==> src/rtl/id_stage.sv <==
`default_nettype none
// ============================================================================
//  Module   : id_stage
//  Purpose  : MIPS instruction-decode stage. Fetched {pc, inst} pairs enter a
//             small circular queue via a valid/ready handshake; the head entry
//             is decoded into a registered field bundle handed to execute.
//             Load-use hazards reported by execute stall the head; flush
//             empties the queue and invalidates the output register.
//  Ports    : clk, rst_n (sync, active-low), flush
//             in_valid/in_ready/in_inst/in_pc      - fetch side
//             ex_valid/ex_is_load/ex_wreg          - hazard info from execute
//             out_valid/out_ready/out_opcode/out_func/out_rs/out_rt/
//             out_wreg/out_imm/out_pc              - decoded bundle to execute
//  Revision : 1.0 - initial release
// ============================================================================
module id_stage #(
    parameter int FIFO_DEPTH = 4,
    parameter int PC_W       = 32,
    parameter int REG_AW     = 5
) (
    input  logic              clk,
    input  logic              rst_n,
    input  logic              flush,
    input  logic              in_valid,
    output logic              in_ready,
    input  logic [31:0]       in_inst,
    input  logic [PC_W-1:0]   in_pc,
    input  logic              ex_valid,
    input  logic              ex_is_load,
    input  logic [REG_AW-1:0] ex_wreg,
    output logic              out_valid,
    input  logic              out_ready,
    output logic [5:0]        out_opcode,
    output logic [5:0]        out_func,
    output logic [REG_AW-1:0] out_rs,
    output logic [REG_AW-1:0] out_rt,
    output logic [REG_AW-1:0] out_wreg,
    output logic [31:0]       out_imm,
    output logic [PC_W-1:0]   out_pc
);

    localparam int                c_ptr_w = $clog2(FIFO_DEPTH);
    localparam logic [c_ptr_w:0]  c_depth = (c_ptr_w + 1)'(FIFO_DEPTH);
    localparam logic [REG_AW-1:0] c_link  = '1;

    logic [31:0]        r_inst_q [FIFO_DEPTH];
    logic [PC_W-1:0]    r_pc_q   [FIFO_DEPTH];
    logic [c_ptr_w-1:0] r_wr_ptr;
    logic [c_ptr_w-1:0] r_rd_ptr;
    logic [c_ptr_w:0]   r_count;

    logic [31:0]        w_head_inst;
    logic [PC_W-1:0]    w_head_pc;
    logic [5:0]         w_opcode;
    logic [REG_AW-1:0]  w_rs;
    logic [REG_AW-1:0]  w_rt;
    logic [REG_AW-1:0]  w_wreg;
    logic [31:0]        w_imm;
    logic               w_hazard;
    logic               w_adv;
    logic               w_push;
    logic               w_pop;

    // Full queue refuses even when a pop happens in the same cycle.
    assign in_ready    = rst_n && (r_count < c_depth);
    assign w_push      = in_valid && in_ready;

    assign w_head_inst = r_inst_q[r_rd_ptr];
    assign w_head_pc   = r_pc_q[r_rd_ptr];
    assign w_opcode    = w_head_inst[31:26];
    assign w_rs        = w_head_inst[25:21];
    assign w_rt        = w_head_inst[20:16];

    // Register 0 is never a real producer, so a load into it cannot stall.
    assign w_hazard = ex_valid && ex_is_load && (ex_wreg != '0) &&
                      ((ex_wreg == w_rs) || (ex_wreg == w_rt));

    assign w_adv = !out_valid || out_ready;
    assign w_pop = w_adv && (r_count != '0) && !w_hazard;

    always_comb begin
        w_wreg = w_rt;
        if (w_opcode == 6'h00) begin
            w_wreg = w_head_inst[15:11];
        end else if (w_opcode == 6'h03) begin
            w_wreg = c_link;
        end
    end

    always_comb begin
        w_imm = {{16{w_head_inst[15]}}, w_head_inst[15:0]};
        case (w_opcode)
            6'h0C, 6'h0D, 6'h0E: w_imm = {16'h0000, w_head_inst[15:0]};
            6'h0F:               w_imm = {w_head_inst[15:0], 16'h0000};
            default:             w_imm = {{16{w_head_inst[15]}}, w_head_inst[15:0]};
        endcase
    end

    // Storage needs no reset: only entries covered by r_count are ever read.
    always_ff @(posedge clk) begin
        if (w_push && !flush) begin
            r_inst_q[r_wr_ptr] <= in_inst;
            r_pc_q[r_wr_ptr]   <= in_pc;
        end
    end

    always_ff @(posedge clk) begin
        if (!rst_n || flush) begin
            r_wr_ptr <= '0;
            r_rd_ptr <= '0;
            r_count  <= '0;
        end else begin
            if (w_push) begin
                r_wr_ptr <= r_wr_ptr + c_ptr_w'(1);
            end
            if (w_pop) begin
                r_rd_ptr <= r_rd_ptr + c_ptr_w'(1);
            end
            case ({w_push, w_pop})
                2'b10:   r_count <= r_count + (c_ptr_w + 1)'(1);
                2'b01:   r_count <= r_count - (c_ptr_w + 1)'(1);
                default: r_count <= r_count;
            endcase
        end
    end

    always_ff @(posedge clk) begin
        if (!rst_n) begin
            out_valid  <= 1'b0;
            out_opcode <= '0;
            out_func   <= '0;
            out_rs     <= '0;
            out_rt     <= '0;
            out_wreg   <= '0;
            out_imm    <= '0;
            out_pc     <= '0;
        end else if (flush) begin
            out_valid <= 1'b0;
        end else if (w_adv) begin
            if (w_pop) begin
                out_valid  <= 1'b1;
                out_opcode <= w_opcode;
                out_func   <= w_head_inst[5:0];
                out_rs     <= w_rs;
                out_rt     <= w_rt;
                out_wreg   <= w_wreg;
                out_imm    <= w_imm;
                out_pc     <= w_head_pc;
            end else begin
                out_valid <= 1'b0;
            end
        end
    end

endmodule
`default_nettype wire

==> config.mk <==
export PLATFORM = sky130hd
export DESIGN_NAME = id_stage
export DESIGN_NICKNAME = d
export VERILOG_FILES = /design/src/rtl/id_stage.sv
export SDC_FILE = /design/constraint.sdc
export NUM_CORES = 1
export LEC_CHECK = 0
export CORE_ASPECT_RATIO = 0.6
export CORE_MARGIN = 5
export CORE_UTILIZATION = 55
export DETAILED_ROUTE_END_ITERATION = 8
export PLACE_DENSITY = 0.79
export SLEW_MARGIN = 25
export SYNTH_ARGS = -nofsm -noshare
export SYNTH_HDL_FRONTEND = slang
export SYNTH_SLANG_ARGS = --single-unit
==> constraint.sdc <==
create_clock -name clk -period 3.6 [get_ports clk]
set_input_delay 0.54 -clock clk [delete_from_list [all_inputs] [get_ports clk]]
set_output_delay 0.54 -clock clk [all_outputs]
set_load 0.01 [all_outputs]
==> impl_results.md <==
- Outcome: completed
- Register bit count reported by yosys: 357
- H-tree depth: 2
- Reg2reg setup slack: 0.32 ns
- Syn nets: 923
- Required time worst endpoint: 4.02 ns
- DRC: 0
- CTS Hold Bufs: 0
- CP endpoint kind: register
- Largest net degree at the start of global routing: 99
- RSZ-0062 raised after global routing: false
- Core area: 24400 sq um
- Inserted Clock Buffers: 34
- First-pass iteration count of the detailed router: 5
- Antenna violations before repair: 1
- Die area: 28300 sq um
- Max capacitance violation total: 0
- Vias: 7854
- Vias in the first global route: 8111
- Cell Rows: 44
- Clock transition at path regs: 0.06 ns
- FMAX: 0.305 GHz
- Post-Syn Area: 13700 sq um
- Antenna Violating Nets Remaining: 0
- Syn Area/Cell: 16.3 sq um
- Worst Skew: 0.0143 ns
- P&R area growth vs syn: 22.6%
- Global-route wire length before repair: 46500 microns
- Crit path top cell by count: inv_1
- Initial Util: 56.3%
- Slew @ Worst Pin: 1.01 ns
- Drt initial violations: 636
- Distinct cell type count after synthesis: 42
- Max-slew violations: 0
- Post-CTS Resized: 0
- CTS tree: done
- Via density: 5.78
- VDD IR max: 314 uV
- Count of final setup violators: 0
- Root Buffer: clkbuf_16
- Number of synthesized flops with an enable pin: 256
- Routed wire length: 29700 microns
- Pwr dens: 511 nW/um^2
- Post-CTS Setup Inserts: 0
- Final net count: 1093
- Final Hold Viols: 0
- Hold path start: out_rt[3]
- Leak Pwr: 5.32 nW
- GRT overflow: 0
- # port buffers: 168
- CP arrival: 3.70 ns
- Commonest non-fill, non-tap cell in the layout: edfxtp_1
- Min-Delay Path Depth: 2
- HPWL after DPL: 18800 microns
- Die Width: 214 microns
- Clk_lat worst skew: 0.51 ns
- Fin util: 69.1%
- Critical Path Max Stage Delay: 0.65 ns
- Ys async rst share: 0%
- Fillers: 1627
- CP max stage cell: dfxtp_2
- Headroom to the max-slew limit: 32.7%
- Diodes inserted: 0
- Post-DR wirelength/cell: 21.9 microns
- IO Pins: 169
- Die height: 132 microns
- Worst Setup Start Kind: register
- Most used flip-flop cell after synthesis: edfxtp_1
- Hold Path Class: register to register
- Proportion of layout cells with a drive suffix above 1: 13.9%
- Post-route clock period utilization: 91.0%
- Worst path top cell family by delay: flip-flops
- CP Cell Sequence: mux4_2, xnor2_1, nand4_1, o21a_1, nand2_1, inv_1, ha_1, inv_1, fa_1, xor2_1, or3_1, a21oi_1
- Kind of critical path: register to register
- End of the worst hold path: out_rt[3]
- Worst r2r dst: r_count[2]
- Number of cells on the worst reg-to-reg path: 12
- Seq/Total Area, Yosys: 70.7%
- Most frequent cells in the layout: edfxtp_1 (256), clkdlybuf4s50_1 (167), nand2_1 (141)
- Yosys warnings: 0
- CP bufs+invs: 2
- Tot GR Track Use: 20.8%
- Post-layout minimum cycle time: 3.28 ns
- Final TNS setup: 0 ns
- TritonCTS Sinks: 357
- Max Root-Sink Buffers: 3
- Final Wtd Congestion: 0.766
- Syn Inst Count: 841
- CP max FO: 14
==> state kept, by name, summed over array words and instances, names as in the netlist, named ones only <==
name,flops
out_imm,32
out_rs,5
out_pc,32
out_opcode,6
out_wreg,5
r_pc_q,128
out_rt,5
out_valid,1
out_func,6
r_inst_q,128
r_wr_ptr,2
r_count,3
r_rd_ptr,2
==> layout make-up <==
cell class              count  area, sq um  area share (%)
well taps                 322          403            2.39
repair buffers            188         1900            11.3
clock inverters            10         85.1           0.505
multi-input cells         420         3690            21.9
flip-flops and latches    357         9710            57.7
clock buffers              52         1010            6.01
inverters                  10         37.5           0.223
==> synth_stat cells, types with 2 or more instances <==
cell / instances / area share, %
mux2i_1: 81 / 5.9
xor2_1: 8 / 0.51
ha_1: 5 / 0.46
nand3_1: 37 / 1.3
o21a_1: 2 / 0.11
mux4_2: 61 / 10
nand4_1: 2 / 0.091
a311oi_1: 12 / 0.77
a31oi_1: 16 / 0.73
edfxtp_1: 256 / 56
xnor2_1: 8 / 0.51
o221ai_1: 5 / 0.32
nor2_1: 7 / 0.19
nand2_1: 141 / 3.9
buf_2: 12 / 0.44
inv_1: 9 / 0.25
a311oi_2: 3 / 0.33
dfxtp_1: 101 / 15
or3_1: 2 / 0.091
nand2b_1: 3 / 0.14
buf_1: 7 / 0.19
clkbuf_1: 22 / 0.60
buf_6: 11 / 0.90
o21ai_0: 2 / 0.073
and2_1: 5 / 0.23
a21oi_1: 7 / 0.25
==> metal layers <==
layer	GRT usage [%]	part of all wire, %	vias up	wire, microns
met2	31.8	46	308	13600
met5	0	0.067	-	20
met3	5.50	8.1	31	2410
li1	-	-	3549	-
met4	4.15	1.1	2	320
met1	30.8	45	3964	13300
==> metrics by stage <==
step	worst slack [ns]	std cells	total power, mW	instance area (sq um)	hold WS [ns]
after global routing	0.176	1359	8.91	16800	0.483
after floorplan	0.140	841	4.92	13700	0.469
after CTS	0.295	1359	8.67	16800	0.459
after detailed placement	0.106	1297	5.22	15800	0.445
after global placement	0.213	1297	5.20	15800	0.442
final	0.323	1359	8.61	16800	0.455
==> worst register-to-register path: stages (launching register included) <==
cell and delay (ns):
dfxtp_2 0.65, mux4_2 0.66, xnor2_1 0.16, nand4_1 0.14, o21a_1 0.18, nand2_1 0.11
inv_1 0.07, ha_1 0.17, inv_1 0.06, fa_1 0.38, xor2_1 0.16, or3_1 0.30
a21oi_1 0.16
==> worst max path at each step <==
stage	startpoint	endpoint	slack, ns	cells after the start
after global placement	ex_wreg[0]	r_count[2]	0.21	13
final	register	r_count[2]	0.32	12
after detailed placement	ex_wreg[0]	r_count[2]	0.11	13
after global routing	register	r_count[2]	0.18	12
after CTS	register	r_count[2]	0.30	12
after floorplan	rst_n	r_inst_q[0][0]	0.14	6
==> where the power goes <==
| part | leakage [nW] | internal (mW) | switching, mW |
|---|---|---|---|
| registers | 3.13 | 4.48 | 0.0447 |
| clock network | 0.520 | 2.02 | 1.45 |
| logic | 1.67 | 0.302 | 0.305 |
==> kinds of logic (layout without fill, tap and decap cells) <==
group                      count (synthesis)  count (layout)  share of synthesized area [%]
adders and majority gates                  6               6                          0.601
buffers and inverters                     64             260                           2.57
muxes                                    142             142                           15.9
xor gates and xnor gates                  16              16                           1.02
AOI/OAI and AO/OA                         55              55                           3.09
DFF                                      357             357                           70.7
and+or+nand+nor                          201             201                           6.15
Note: power is estimated with default switching activity, not from simulation.
